===== src/rtl/pe_tile_scheduler.sv =====
// Purpose: walks every output tile (x, y) and output channel of a feature map and issues paired
//          data/weight tile requests to the input and weight transform units on the same cycle.
//          It also counts returning PE results and pulses done only after the PE pipeline drains.
// Latency: the first request is valid the cycle after start, then one issue per cycle.
//          done follows one cycle after the drain phase observes zero outstanding results.
// Backpressure: a request is held with stable fields until both transform units are ready.
//          req_valid is masked while the outstanding-result counter sits at its maximum.
// Ports:   clk/reset (sync, active low); start + cfg_* latch a job in IDLE; itrans_ready/wtrans_ready
//          with req_valid form the issue handshake; data_x_index/data_y_index/weight_od/weight_size_type
//          carry the request; pe_result_valid returns results; busy/done/err_overflow report status.
// Option:  define SCHED_PERF_EN to add perf_stall_cycles (RUN cycles with req_valid high but no fire).
module pe_tile_scheduler #(
  parameter int OUTSTANDING_W = 6
) (
  input  logic       clk,
  input  logic       reset,
  input  logic       start,
  input  logic [8:0] cfg_img_h,
  input  logic [8:0] cfg_img_w,
  input  logic [7:0] cfg_num_od,
  input  logic       cfg_size_type,
  input  logic       itrans_ready,
  input  logic       wtrans_ready,
  output logic       req_valid,
  output logic [8:0] data_x_index,
  output logic [8:0] data_y_index,
  output logic [7:0] weight_od,
  output logic       weight_size_type,
  input  logic       pe_result_valid,
  output logic       busy,
  output logic       done,
  output logic       err_overflow
`ifdef SCHED_PERF_EN
  ,
  output logic [31:0] perf_stall_cycles
`endif
);

  typedef enum logic [1:0] {S_IDLE, S_RUN, S_DRAIN, S_DONE} state_t;

  localparam logic [OUTSTANDING_W-1:0] OUT_MAX  = '1;
  localparam logic [OUTSTANDING_W-1:0] OUT_ZERO = '0;
  localparam logic [OUTSTANDING_W-1:0] OUT_ONE  = OUTSTANDING_W'(1);

  state_t                   state_q, state_d;
  logic [8:0]               x_q, x_d, y_q, y_d;
  logic [7:0]               od_q, od_d;
  logic [8:0]               img_h_q, img_h_d, img_w_q, img_w_d;
  logic [7:0]               num_od_q, num_od_d;
  logic                     size_q, size_d;
  logic [OUTSTANDING_W-1:0] outst_q, outst_d;
  logic                     err_q, err_d;
`ifdef SCHED_PERF_EN
  logic [31:0]              perf_q, perf_d;
`endif

  logic [8:0] step;
  logic [9:0] x_next, y_next;  // extra carry bit so origin+step never wraps before the compare
  logic       x_last, y_last, od_last, fire, result_ok;

  always_comb begin
    state_d  = state_q;
    x_d      = x_q;
    y_d      = y_q;
    od_d     = od_q;
    img_h_d  = img_h_q;
    img_w_d  = img_w_q;
    num_od_d = num_od_q;
    size_d   = size_q;
    outst_d  = outst_q;
    err_d    = err_q;
`ifdef SCHED_PERF_EN
    perf_d   = perf_q;
`endif

    step      = size_q ? 9'd4 : 9'd6;
    x_next    = {1'b0, x_q} + {1'b0, step};
    y_next    = {1'b0, y_q} + {1'b0, step};
    x_last    = (x_next >= {1'b0, img_w_q});
    y_last    = (y_next >= {1'b0, img_h_q});
    od_last   = (od_q == num_od_q - 8'd1);
    req_valid = (state_q == S_RUN) && (outst_q != OUT_MAX);
    fire      = req_valid && itrans_ready && wtrans_ready;
    // A result with nothing outstanding is flagged and otherwise ignored.
    result_ok = pe_result_valid && (outst_q != OUT_ZERO);

    if (fire && !result_ok)      outst_d = outst_q + OUT_ONE;
    else if (!fire && result_ok) outst_d = outst_q - OUT_ONE;
    if (pe_result_valid && (outst_q == OUT_ZERO)) err_d = 1'b1;

    case (state_q)
      S_IDLE: begin
        if (start) begin
          img_h_d  = cfg_img_h;
          img_w_d  = cfg_img_w;
          num_od_d = cfg_num_od;
          size_d   = cfg_size_type;
          x_d      = '0;
          y_d      = '0;
          od_d     = '0;
          outst_d  = '0;
          err_d    = 1'b0;
`ifdef SCHED_PERF_EN
          perf_d   = '0;
`endif
          if (cfg_img_h == 9'd0 || cfg_img_w == 9'd0 || cfg_num_od == 8'd0) state_d = S_DONE;
          else                                                               state_d = S_RUN;
        end
      end
      S_RUN: begin
        if (fire) begin
          if (!od_last) begin
            od_d = od_q + 8'd1;
          end else begin
            od_d = '0;
            if (!x_last) begin
              x_d = x_next[8:0];
            end else begin
              x_d = '0;
              if (!y_last) y_d = y_next[8:0];
              else         state_d = S_DRAIN;
            end
          end
        end
`ifdef SCHED_PERF_EN
        if (req_valid && !fire && (perf_q != 32'hFFFF_FFFF)) perf_d = perf_q + 32'd1;
`endif
      end
      S_DRAIN: begin
        if (outst_q == OUT_ZERO) state_d = S_DONE;
      end
      default: state_d = S_IDLE;
    endcase
  end

  always_ff @(posedge clk) begin
    if (!reset) begin
      state_q  <= S_IDLE;
      x_q      <= '0;
      y_q      <= '0;
      od_q     <= '0;
      img_h_q  <= '0;
      img_w_q  <= '0;
      num_od_q <= '0;
      size_q   <= 1'b0;
      outst_q  <= '0;
      err_q    <= 1'b0;
`ifdef SCHED_PERF_EN
      perf_q   <= '0;
`endif
    end else begin
      state_q  <= state_d;
      x_q      <= x_d;
      y_q      <= y_d;
      od_q     <= od_d;
      img_h_q  <= img_h_d;
      img_w_q  <= img_w_d;
      num_od_q <= num_od_d;
      size_q   <= size_d;
      outst_q  <= outst_d;
      err_q    <= err_d;
`ifdef SCHED_PERF_EN
      perf_q   <= perf_d;
`endif
    end
  end

  assign data_x_index     = x_q;
  assign data_y_index     = y_q;
  assign weight_od        = od_q;
  assign weight_size_type = size_q;
  assign busy             = (state_q == S_RUN) || (state_q == S_DRAIN);
  assign done             = (state_q == S_DONE);
  assign err_overflow     = err_q;
`ifdef SCHED_PERF_EN
  assign perf_stall_cycles = perf_q;
`endif

endmodule


===== config.mk =====
export PLATFORM = sky130hd
export DESIGN_NAME = pe_tile_scheduler
export DESIGN_NICKNAME = d
export VERILOG_FILES = /design/src/rtl/pe_tile_scheduler.sv
export SDC_FILE = /design/constraint.sdc
export NUM_CORES = 1
export LEC_CHECK = 0
export ABC_AREA = 1
export CAP_MARGIN = 20
export CORE_MARGIN = 2
export CORE_UTILIZATION = 50
export DETAILED_ROUTE_END_ITERATION = 10
export PLACE_DENSITY_LB_ADDON = 0.12
export SKIP_LAST_GASP = 1
export SYNTH_ARGS = -nofsm -noshare
export SYNTH_HDL_FRONTEND = slang
export SYNTH_SLANG_ARGS = --single-unit

===== constraint.sdc =====
create_clock -name clk -period 3.81 [get_ports clk]
set_input_delay 1.143 -clock clk [delete_from_list [all_inputs] [get_ports clk]]
set_output_delay 1.143 -clock clk [all_outputs]
set_load 0.02 [all_outputs]

# Word level (Yosys, flattened, before mapping)
# Index checks and enable logic that the tools add are counted.
# op_classes
magnitude_cmp,2
n_eq_ne,12
muxes,30
addsub,6
reduce_logical,24
# op_table
operator,n
$mux 9,8
$pmux 9 s2,2
$mux 6,4
$mux 8,3
$add 9x3->10,2
$ge 10x9->1,2
$logic_not 9->1,2
$mux 2,8
$pmux 8 s2,1
$ne 2x2->1 const B,7
$reduce_and 6->1,2
$add 8x1->8 const B,1
$eq 8x8->1,1
$logic_not 8->1,1
$sub 8x1->8 const B,1
$logic_and 1x1->1,7
$add 6x1->6 const B,1
$logic_not 6->1,1
$ne 6x6->1 const B,1
$pmux 2 s3,1
$reduce_bool 6->1,1
$sub 6x1->6 const B,1
$eq 2x2->1 const B,2
$reduce_and 4->1,1
8 further kinds,13
# word_totals
wordCells,84
register_bits,62

# Longest topological paths before layout
# Gate-level depths: netlist of the first run.
# logic_depth
ltp_word,10
depth_mapped,22
ltp_nobuf,22

# Least setup slack after synthesis of the first run
# OpenSTA, ideal clock, no wires.
# synth_timing
path_type,flip-flop to flip-flop
from,register x_q[1] (netlist: data_x_index[1])
to,register state_q[0]
setup_time_ns,0.064
slack_ns,1.011
n_path_buf,1
t_arrival_ns,2.735
stages_incl_launch_ff,22
period_less_slack_ns,2.799
cell_sequence,dfxtp_1 > ha_1 > inv_1 > ha_1 > or2_4 > nor2_4 > xor2_1 > inv_1 > ha_1 > nand2_1 > nor2_1 > nand2_1 > nand3_1 > nand2_1 > nand2_1 > nand2_1 > a21oi_2 > buf_4 > nand3_2 > nand2_1 > inv_1 > nor2_1
# synth_between
elab_chain_cells,4
# synth_lines
item,line_no,source
"start, declared",46,"logic [8:0] x_q, x_d, y_q, y_d;"
"start signal, assigned",139,x_q <= '0;
"start signal, assigned",153,x_q <= x_d;
$add 9x3->10,77,"x_next = {1'b0, x_q} + {1'b0, step};"
$ge 10x9->1,79,"x_last = (x_next >= {1'b0, img_w_q});"
$ne 2x2->1 (no source line),n/a,
$reduce_and 6->1 (no source line),n/a,
"end signal, assigned",152,state_q <= state_d;
"end, declared",45,"state_t state_q, state_d;"
# No other way between the ends.
# A chain may end at the register's enable or synchronous reset.

# Worst setup path after layout of the first run
# layout_timing
from,register size_q (netlist: weight_size_type)
to,register y_q[1] (netlist: data_y_index[1])
# layout_between
elab_chain_cells,7
word_cells_on_any_way,13
# layout_lines
item,line_no,source
"start, declared",50,"logic size_q, size_d;"
"start signal, assigned",159,size_q <= size_d;
$mux 2 (*),76,step = size_q ? 9'd4 : 9'd6;
"parallel branches: the longest is 6 deep, another holds $add 9x3->10",n/a,
"end signal, assigned",154,y_q <= y_d;
"end, declared",46,
# Mark *: on every way between the ends. The select of a mux whose other input is x is not followed.

==> results of run 1 <==
[sequential cells by signal, summed over array words and instances (netlist names), 2 cells and up]
signal and cells:
num_od_q 8, data_y_index 8, outst_q 6, img_h_q 9, img_w_q 9, weight_od 8
state_q 2, data_x_index 8
[cells by family after synthesis]
kind of cell | Yosys count | share of synthesized area
buf+inv | 116 | 0.119
other cells | 1 | 0.000967
fa+ha+maj | 29 | 0.0935
xor+xnor | 16 | 0.0361
compound gates | 89 | 0.130
simple gates | 269 | 0.311
flops | 60 | 0.310
[metrics by stage]
| stage | area (µm²) | hold WS (ns) |
|---|---|---|
| floorplan | 3880 | 0.429 |
| global placement | 4550 | 0.445 |
| detailed placement | 4550 | 0.453 |
| CTS | 4780 | 0.464 |
| global route | 4780 | 0.486 |
| finish | 4780 | 0.459 |
[routing by layer]
layer / share of wire / wire length (µm)
met2: 0.47 / 4230
met4: 0.021 / 190
met1: 0.47 / 4240
met5: 0 / 0
met3: 0.044 / 402
[worst min-delay path, stage by stage, from the launching register on]
cell and delay (ns):
dfxtp_1 0.30, inv_1 0.06, a21oi_1 0.06
[worst min-delay path by stage]
stage | endpoint | cells after the start | slack [ns]
after CTS | img_h_q[1]$_SDFFE_PN0P_ | 2 | 0.46
after global placement | img_h_q[1]$_SDFFE_PN0P_ | 2 | 0.45
after floorplan | img_w_q[0]$_SDFFE_PN0P_ | 2 | 0.43
final | img_h_q[1]$_SDFFE_PN0P_ | 2 | 0.46
after global routing | img_h_q[1]$_SDFFE_PN0P_ | 2 | 0.49
after detailed placement | img_w_q[4]$_SDFFE_PN0P_ | 2 | 0.45
[final cells by class]
type | instances | area share
Timing Repair Buffer | 63 | 0.131
Sequential cell | 60 | 0.251
Inverter | 101 | 0.0793
Multi-Input combinational cell | 405 | 0.465
Clock buffer | 10 | 0.0288
Clock inverter | 6 | 0.0183
Tap cell | 102 | 0.0267
[power groups by stage]
| stage | sequential, mW | combinational (mW) | clock, mW |
|---|---|---|---|
| 4_1_cts | 0.887 | 1.68 | 0.669 |
| 3_3_place_gp | 0.895 | 1.61 | 0 |
| 5_1_grt | 0.907 | 1.91 | 0.692 |
| 2_1_floorplan | 0.933 | 1.23 | 0 |
| 3_5_place_dp | 0.899 | 1.66 | 0 |
| 6_report | 0.887 | 1.68 | 0.653 |
[placed cells by master, fill, tap and decap left out, types with 2 or more instances in the layout]
cell type,synthesis,layout
a21o_1,2,2
a21oi_1,35,35
a21oi_2,2,2
buf_4,5,2
bufinv_16,0,2
clkbuf_8,0,10
clkdlybuf4s50_1,0,61
clkinvlp_4,0,3
conb_1,1,2
dfxtp_1,60,60
ha_1,29,29
inv_1,97,97
inv_2,4,4
nand2_1,123,123
nand2_2,4,4
nand2_4,3,3
nand3_1,30,30
nand4_1,16,16
nor2_1,71,71
nor2_2,5,5
nor2_4,2,2
nor3_1,7,7
nor3_2,3,3
o21ai_0,39,39
o21ai_2,4,4
xnor2_1,4,4
xor2_1,12,12
==> results summary, run 1 <==
For this configuration, the core starts out at a cell density of 0.510. The global-route wire length before repair is 15.2 mm. The DRC violation count after routing is 0. The number of gates given a new drive strength after cts came out at 0. The total power divided by cell area came out at 673 mW/mm².

The number of antenna violations at the first check in global routing came to 0. STA puts the critical path data arrival time at approximately 3.6 ns. Setup violations remaining at the end of the flow were counted as 0.

The type of the worst setup path is register to register. The least setup slack across all paths after layout came out at roughly 0.53 ns. The number of nets in the layout is ~700.

The die is roughly 92 µm wide. The layout overhead on the synthesized area came out at 23.2%. Summed over all instances, the cell type with the most area after synthesis is dfxtp_1.

Yosys attributes the largest share of cell area to dfxtp_1 31%, nand2_1 12%, inv_1 9.4%. The first routing iteration left around 160 violations. In this run the remaining antenna-violating nets after routing total 0. The H-tree was split into 3 levels. OpenSTA, run right after detailed placement, puts the worst setup slack at around 0.57 ns. The synthesized cell area came out at just under 0.004 mm². The number of placed cells counting well taps came out at 731. The worst register-to-register path ends at data_y_index[1]$_SDFFE_PN0P_. The final setup TNS is 0 ns. The most frequent cell on the critical path is nand2_1. Dividing the final minimum period by the clock period gives 0.862. The fraction of power spent switching nets came out at 0.442. In the synthesized netlist, the cells that appear most often are 123 x nand2_1, 97 x inv_1, 71 x nor2_1, 60 x dfxtp_1, 39 x o21ai_0. The layer with the highest usage is met2.

The share of the synthesized area in the top cell type came out at 0.310. The routability-driven placement congestion ratio is 0.858. The sequential cells in the finished layout cover a total of ~0.0012 mm².

In this run the worst setup path terminates at data_y_index[1]$_SDFFE_PN0P_. The number of synthesized flops with an enable pin is 0. The met2 usage in global routing is 0.373.

The post-synthesis register bit count is 60. The total number of placement rows came out at 32. TritonCTS built the clock tree.

The overall die area came out at approximately 0.0085 mm². The switching power of the nets came out at 1.42 mW. The min-delay analysis places its worst path in the category register to register.

The count of hold buffers inserted by post-cts repair is 0. The number of iterations in the first detailed-routing pass is 5. The fraction of layout cells with a size suffix above 1 is 0.0775. For met3 alone, demand over resource in global routing was 0.0378. Between clock sinks in the finished design, the worst skew comes to approximately 0.0084 ns. Derived from the worst setup path, the maximum achievable clock frequency is around 0.30 GHz. In this run the worst setup path begins at weight_size_type$_SDFFE_PN0P_. Setup repair after global routing left no endpoint under its margin. The number of fill cells came out at ~700. The launching point of the worst reg2reg path is weight_size_type$_SDFFE_PN0P_. The root buffer cell chosen for the clock tree is clkbuf_8. The reg-to-reg setup timing slack is roughly 0.53 ns. The via count of the first global-routing pass came to 3532. Once layout is complete, the utilization of the core stands at 0.628. The largest vdd supply drop came out at ~0.40 mV.

The warning count from the yosys run is 0. The clock-pin slew on the worst setup and hold paths came out at roughly 0.070 ns. The combinational share of power came out at 0.521. The cell family contributing the most delay on the critical path is simple AND/OR/NAND/NOR gates. The signal on the critical path passes through inv_1, ha_1, inv_1, ha_1, or2_4, nor2_4, xor2_1, inv_1, ha_1, nand2_1, nor2_1, nand2_1, nand3_1, nand2_1, nand2_1, nand2_1, a21oi_2, nand3_4, nand2_1, inv_1, nor2_1. The number of stages on the worst setup path came out at 21.

The hold path startpoint is img_h_q[1]$_SDFFE_PN0P_. The count of inserted antenna diode cells came out at 0. The type of destination of the critical path is a register.

The leakage component of the power is between 2 and 2.5 nW. The path depth of the worst reg2reg path came out at 21. The clock net in this run drives a total of 60 sinks. The worst-path maximum fanout is 11. The tool flagged a number of max-cap violations equal to 0. Of the total power, registers draw 0.276. The global route total overflow came out at 0.

The share of the Yosys chip area taken by registers is 0.310. The worst setup path is launched from a register. The clock passes through at most 2 buffers. The count of input and output buffers came out at 61.

The total setup buffers inserted after CTS came out at 0. The count of unique library cells instantiated by Yosys came out at 37. The slowest stage of the critical path belongs to the cell a21oi_2. The height of the die came out at between 90 and 100 µm. The total detailed-routing wirelength came out at ~9.1 mm. The clock reaches the later pin of the worst-skew pair after around 0.35 ns. The most repeated cell in the gate-level netlist after synthesis is nand2_1. The max-slew violation total from the final report came out at 0. The share of total power in the clock network came out at 0.203.

The count of final hold-check violations is 0. Dividing the detail-routed wire length by the instance count gives about 12 µm. STA puts the critical path data required time at just over 4 ns. The number of buffers created by CTS is 9.

The routed layout has around 3700 vias. The share of synthesized registers carrying an async set or reset came out at 0. The count of buffer and inverter cells on the critical path is 4.

The all-layer global routing usage is 0.222. The multi-input gate area in the final layout is around 0.0022 mm². The pin count of the biggest net entering global routing came out at 42. The flow ran to the end, and the final reports show no timing, DRC or antenna violations. In this run the standard cell core region covers ~0.0076 mm². The instance count of the mapped netlist is 580. The synthesized area divided by synthesized cell count came out at 6.69 µm². The headroom to the max-slew limit is 0.600. The largest incremental delay on the critical path is 0.52 ns. The count of placed standard cells in the final layout, fillers left out is between 700 and 800. The transition at the pin with the smallest max-transition slack came out at 0.600 ns. For this run, global-route usage on met1 was measured as 0.278. The number of top-level pins is 64. In the synthesized netlist the dominant register cell turns out to be dfxtp_1. The clock period minus final worst setup slack is approximately 3.3 ns. The internal power summed over all cells is 1.79 mW.

The ratio of routed vias to standard cells is around 5.0. The total power draw is between 3 and 4 mW. The HPWL reported at the end of detailed placement is just under 7 mm.
No activity file was read; power rests on OpenSTA's default activity.
==> run 2, diff against run 1 <==
--- a/config.mk
+++ b/config.mk
@@ -10,6 +10,7 @@
 export CORE_MARGIN = 2
 export CORE_UTILIZATION = 50
 export DETAILED_ROUTE_END_ITERATION = 10
+export DONT_BUFFER_PORTS = 1
 export PLACE_DENSITY_LB_ADDON = 0.12
 export SKIP_LAST_GASP = 1
 export SYNTH_ARGS = -nofsm -noshare
==> run 2 against run 1 <==
Effect of this change:
- hold slack hardly changed
- die area stayed put
- sequential power is 7.1% higher
- cell count fell by 8.3%
- sequential share of layout area increased by 3.8 points
- register-to-register slack worse by 0.08 ns
- clock power decreased by 2%
- fmax is 2.3% lower
- sequential cell count did not move
- non-clock buffer count shrank 62
- global-route usage is 0.58 points lower
- critical endpoint is now data_y_index[4]$_SDFFE_PN0P_
==> results summary, run 2 (synthesized netlist as in run 1, its figures left out) <==
The largest registers in the layout are img_h_q (9), img_w_q (9). The count of input and output buffers is 0. For this block, the initial DRC count from the detailed router was 99. The via count of the first global-routing pass came out at about 3300. The multi-input combinational cells in the finished layout cover a total of 0.00222 mm². The H-tree depth reported by CTS came out at 3. The largest vdd supply drop is about 0.38 mV.

The pin count of the biggest net entering global routing is 55. At the pin with the least slew margin, the transition time is 0.579 ns. The type of destination of the critical path is a register.

The worst hold slack after final layout is about 0.46 ns. In this run the static leakage power is between 1.5 and 2 nW. The total detailed-routing wirelength came out at 8.50 mm. The data arrival time of the worst path is between 3 and 4 ns. The share of total power in the clock network came out at 0.212.

In the final layout, flip-flops and latches occupy ~0.0012 mm². The clock passes through at most 2 buffers. The library cells used most frequently in the layout, excluding fill and tap cells, are 123 x nand2_1, 97 x inv_1, 71 x nor2_1.

CTS placed an instance of clkbuf_8 at the clock tree root. 0 antenna diodes ended up in the layout. The library cell used most frequently in the layout, excluding fill and tap cells, is nand2_1. For this configuration, the core starts out at a cell density of 0.510. From bottom edge to top edge, the die measures about 92 µm.

The clock net sink count is 60. The critical path data required time is a little over 4 ns. The post-detailed-placement cell area is 0.00394 mm². The count of final hold-check violations was 0.

The antenna violation net count after detailed routing came out at 0. The combinational share of power is 0.475. Clock-pin slew was measured on the worst setup and hold paths at approximately 0.07 ns. Along the worst path, the maximum fanout reaches 11. Subtracting the final worst setup slack from the clock period gives about 3.4 ns. The fraction of layout cells with a size suffix above 1 is 0.0823.

Once layout is complete, the cells apart from fillers number about 690. The die covers about 0.0085 mm². The number of iterations in the first detailed-routing pass came out at 4. The tool flagged a number of max-cap violations equal to 0. The horizontal extent of the die is slightly above 90 µm. The routed via count is around 3400. The HPWL reported at the end of detailed placement is 6.63 mm. The global route total overflow came out at 0.

The part of the power in registers came out at 0.314. The number of placed cells counting well taps is 669. Routability-driven placement finished with a final weighted congestion of between 0.8 and 0.9. The fraction of power spent switching nets came out at 0.447. Setup violations remaining at the end of the flow were counted as 0. The number of antenna violations at the first check in global routing is 0. In the final design database the tool counted 640 nets. Internal power comes to about 1.7 mW. The all-layer global routing usage is 0.216. Dividing the detail-routed wire length by the instance count gives approximately 12 µm. The total power draw is roughly 3 mW. The number of clock buffers added by TritonCTS is 9. The layout overhead on the synthesized area is 7.03%. The global-route wire length before repair is 14.6 mm. The core box area came out at roughly 0.0076 mm². The number of gates given a new drive strength after cts is 0.

In this run the worst hold path is classified as register to register. Dividing the final minimum period by the clock period gives 0.882. The ratio of routed vias to standard cells is roughly 5.0.

After detailed routing, the number of remaining DRC violations is 0. The critical path is of the register to register type. Summing all non-filler instances in the final layout gives an area of about 0.0042 mm². The number of fill cells came out at 790. Dividing total power by cell area gives a power density of 729 mW/mm². Pin placement for this block handled 64 I/O pins.

The number of hold buffers added after CTS was 0. The max-slew violation total from the final report was 0. Buffers added to address setup during post-CTS repair amount to 0. The TritonCTS clock tree is done. Setup repair after global routing left no endpoint under its margin. The final setup TNS came out at 0 ns. The later-pin clock latency in the skew report came out at between 0.3 and 0.4 ns.

STA classifies the critical path startpoint as a register. The headroom to the max-slew limit is 0.614. The total number of placement rows came out at 32. The maximum clock frequency is 0.298 GHz.

The switching power of the nets came out at ~1.4 mW. The flow ran to the end, and the final reports show no timing, DRC or antenna violations. The final setup skew is 0.00749 ns.
[run 2: cell types whose count changed in the layout (fill, tap and decap cells not counted)]
| cell | before | now |
|---|---|---|
| buf_4 | 2 | 1 |
| clkbuf_1 | 0 | 1 |
| clkdlybuf4s50_1 | 61 | 0 |
| clkinv_2 | 1 | 3 |
| clkinvlp_4 | 3 | 0 |
[run 2: cell type report]
class / instances / area share
clock buffers: 11 / 0.0341
inverters: 101 / 0.0913
clock inverters: 5 / 0.0181
flip-flops and latches: 60 / 0.289
repair buffers: 1 / 0.00181
well taps: 102 / 0.0307
multi-input cells: 405 / 0.535
[run 2: worst paths after layout]
kind / slack (ns) / to / startpoint / depth (start not counted)
max: 0.45 / data_y_index[4]$_SDFFE_PN0P_ / weight_size_type$_SDFFE_PN0P_ / 21
max reg2reg: 0.45 / data_y_index[4]$_SDFFE_PN0P_ / weight_size_type$_SDFFE_PN0P_ / 21
min reg2reg: 0.46 / img_w_q[0]$_SDFFE_PN0P_ / img_w_q[0]$_SDFFE_PN0P_ / 2
min: 0.46 / img_w_q[0]$_SDFFE_PN0P_ / img_w_q[0]$_SDFFE_PN0P_ / 2
[run 2: per-layer routing]
metal,wire length [µm],up-vias,GRT usage
met3,649,10,0.0608
met1,3910,1522,0.267
met5,0,-,0
met4,113,0,0.0784
li1,-,1828,-
met2,3830,63,0.358
[run 2: critical path, cell delays in order (launching register included)]
cell and delay (ns):
dfxtp_1 0.40, inv_1 0.15, ha_1 0.15, inv_1 0.05, ha_1 0.19, or2_4 0.27
nor2_4 0.11, xor2_1 0.21, inv_1 0.07, ha_1 0.28, nand2_1 0.06, nor2_1 0.10
nand2_1 0.05, nand3_1 0.06, nand2_1 0.05, nand2_1 0.05, nand2_1 0.09, a21oi_2 0.50
nand3_4 0.22, nand2_1 0.11, inv_1 0.04, nor2_1 0.09
[run 2: stage by stage]
step | worst slack (ns) | utilization
after floorplan | 1.01 | -
after global placement | 0.544 | 0.517
after detailed placement | 0.460 | 0.517
after CTS | 0.445 | 0.546
after global routing | 0.0221 | 0.546
final | 0.450 | 0.546
[run 2: power groups by stage]
stage	clock network, mW	registers (mW)	logic [mW]
after floorplan	0	0.933	1.23
after global placement	0	0.962	1.41
after detailed placement	0	0.963	1.44
after CTS	0.656	0.949	1.45
after global routing	0.678	0.967	1.70
final	0.640	0.950	1.44
==> RTL edit: new RTL, config.mk and constraints of run 2 <==
The option `SCHED_PERF_EN` is turned on by a define.
--- a/src/rtl/pe_tile_scheduler.sv
+++ b/src/rtl/pe_tile_scheduler.sv
@@ -10,4 +10,6 @@
 //          carry the request; pe_result_valid returns results; busy/done/err_overflow report status.
 // Option:  define SCHED_PERF_EN to add perf_stall_cycles (RUN cycles with req_valid high but no fire).
+`define SCHED_PERF_EN
+
 module pe_tile_scheduler #(
   parameter int OUTSTANDING_W = 6
Check against the original RTL (old outputs only; new: perf_stall_cycles): equivalent (Yosys induction, for registers that start in step).
==> RTL edit against run 2 <==
Routed wire length up 72%; sequential cell count up 32; worst setup slack worse by 65 ps; sequential share of layout area up 0.77 points; area after synthesis up 50%; non-clock buffer count up 4; critical path depth unchanged; cell area up 49%; hold slack about the same; power up 33%.
==> RTL edit: results (changes against run 2) <==
Hold Startpoint=img_h_q[2] (was img_w_q[0]); hpwl dp=11000 um (was 6630 um); placement-stage cell area=5880 sq um (was 3940 sq um); drt wl/cell=14.5 um (was 12.4 um); Clock-cell share=5.13% (was 5.21%); top post-synthesis cells by area=dfxtp_1 (32%), nand2_1 (13%), nor2_1 (7.9%) (was dfxtp_1 (31%), nand2_1 (12%), inv_1 (9.4%)); minimum clock period=3430 ps (was 3360 ps); ant diodes=0 (unchanged); vias in the first global route=5058 (was 3285); Tot GR Track Use=23.7% (was 21.6%); filler cell count=1151 (was 790); Slew @ Worst Pin=674 ps (was 579 ps); largest net degree at the start of global routing=46 (was 55); drt first pass iters=8 (was 4); nets=922 (was 640); commonest cells in the netlist=nand2_1 (202), nor2_1 (123), inv_1 (98) (was nand2_1 (123), inv_1 (97), nor2_1 (71)); vias=5411 (was 3423); first-pass GRT wire length=24500 um (was 14600 um); Num CTS Buffers=9 (unchanged); clock root buffer=clkbuf_16 (was clkbuf_8); Reg area=1840 sq um (was 1200 sq um); Worst EP arrival=3670 ps (was 3640 ps); clock skew=5.16 ps (was 7.49 ps); Iter 0 DRT Violations=306 (was 99); non-clock inverter count=103 (was 101); I/O Buffers=0 (unchanged); post-CTS sizing=0 (unchanged); leakage=0.00248 uW (was 0.00195 uW); number of library cell types mapped by synthesis=42 (was 37); flip-flop and latch count=92 (was 60); maximum fanout along the worst path=8 (was 11); Hold EP=img_h_q[2] (was img_w_q[0]); max reg flops=32; postcts setup bufs=0 (unchanged); share of cells above drive strength 1=6.83% (was 8.23%); Worst R2R End=data_y_index[8] (was data_y_index[4]); VDD IR-drop max=0.365 mV (was 0.376 mV); Seq/Total Area, Yosys=31.7% (was 31.0%); DIE AREA=12500 sq um (was 8480 sq um); comb_multi_in=648 (was 405); status=finished clean (unchanged); count of non-CTS buffers in the layout=5 (was 1); buffer share of cell area=0.605% (was 0.181%); fraction of area in multi-input gates=55.4% (was 53.5%); R2R Setup Slk=380 ps (was 450 ps)
[RTL edit: routing by layer]
| layer | up-vias | track usage, % | share of wire, % |
|---|---|---|---|
| li1 | 2775 | - | - |
| met1 | 2487 | 30.3 | 46 |
| met2 | 129 | 39.1 | 46 |
| met3 | 20 | 5.88 | 6.8 |
| met4 | 0 | 8.56 | 1.7 |
| met5 | - | 0 | 0 |
[RTL edit: logic make-up (layout without fill, tap and decap cells)]
kind of cell	Yosys count	after routing	share of synthesized area (%)
buffers and inverters	128	124	9.21
flip-flops	92	92	31.7
AO/OA/AOI/OAI	118	118	11.0
adder cells (fa/ha/maj)	30	30	6.46
XOR/XNOR	42	42	6.57
AND/OR/NAND/NOR	456	456	35.0
other	1	2	0.0645
[RTL edit: stage by stage]
| stage | instances | hold WS [ps] | total power, uW | util (%) |
|---|---|---|---|---|
| floorplan | 868 | 435 | 2750 | - |
| global placement | 991 | 449 | 3010 | 51.7 |
| detailed placement | 991 | 450 | 3070 | 51.7 |
| CTS | 1007 | 462 | 4050 | 54.5 |
| global route | 1007 | 489 | 4370 | 54.5 |
| finish | 1007 | 460 | 4020 | 54.5 |
[RTL edit: critical path: stages (launching register included)]
cell     delay [ps]
dfxtp_1         380
inv_1           200
ha_1            240
inv_1            70
ha_1            220
nor2_1          220
nand2_1         110
nor2_1          140
xnor2_1         140
inv_1            80
ha_1            290
a21o_1          180
nand3_1          80
nand2_1          50
nor2_1          150
nand2_1          80
nand2_1          60
nand2_1          60
nor2_2          330
nand3_1         130
nand2_1          90
nor2_1           40
[RTL edit: power by group]
group	leakage, uW	internal (uW)	switching [uW]
Clock	0.000159	590	377
Sequential	0.000750	1120	245
Combinational	0.00157	568	1120
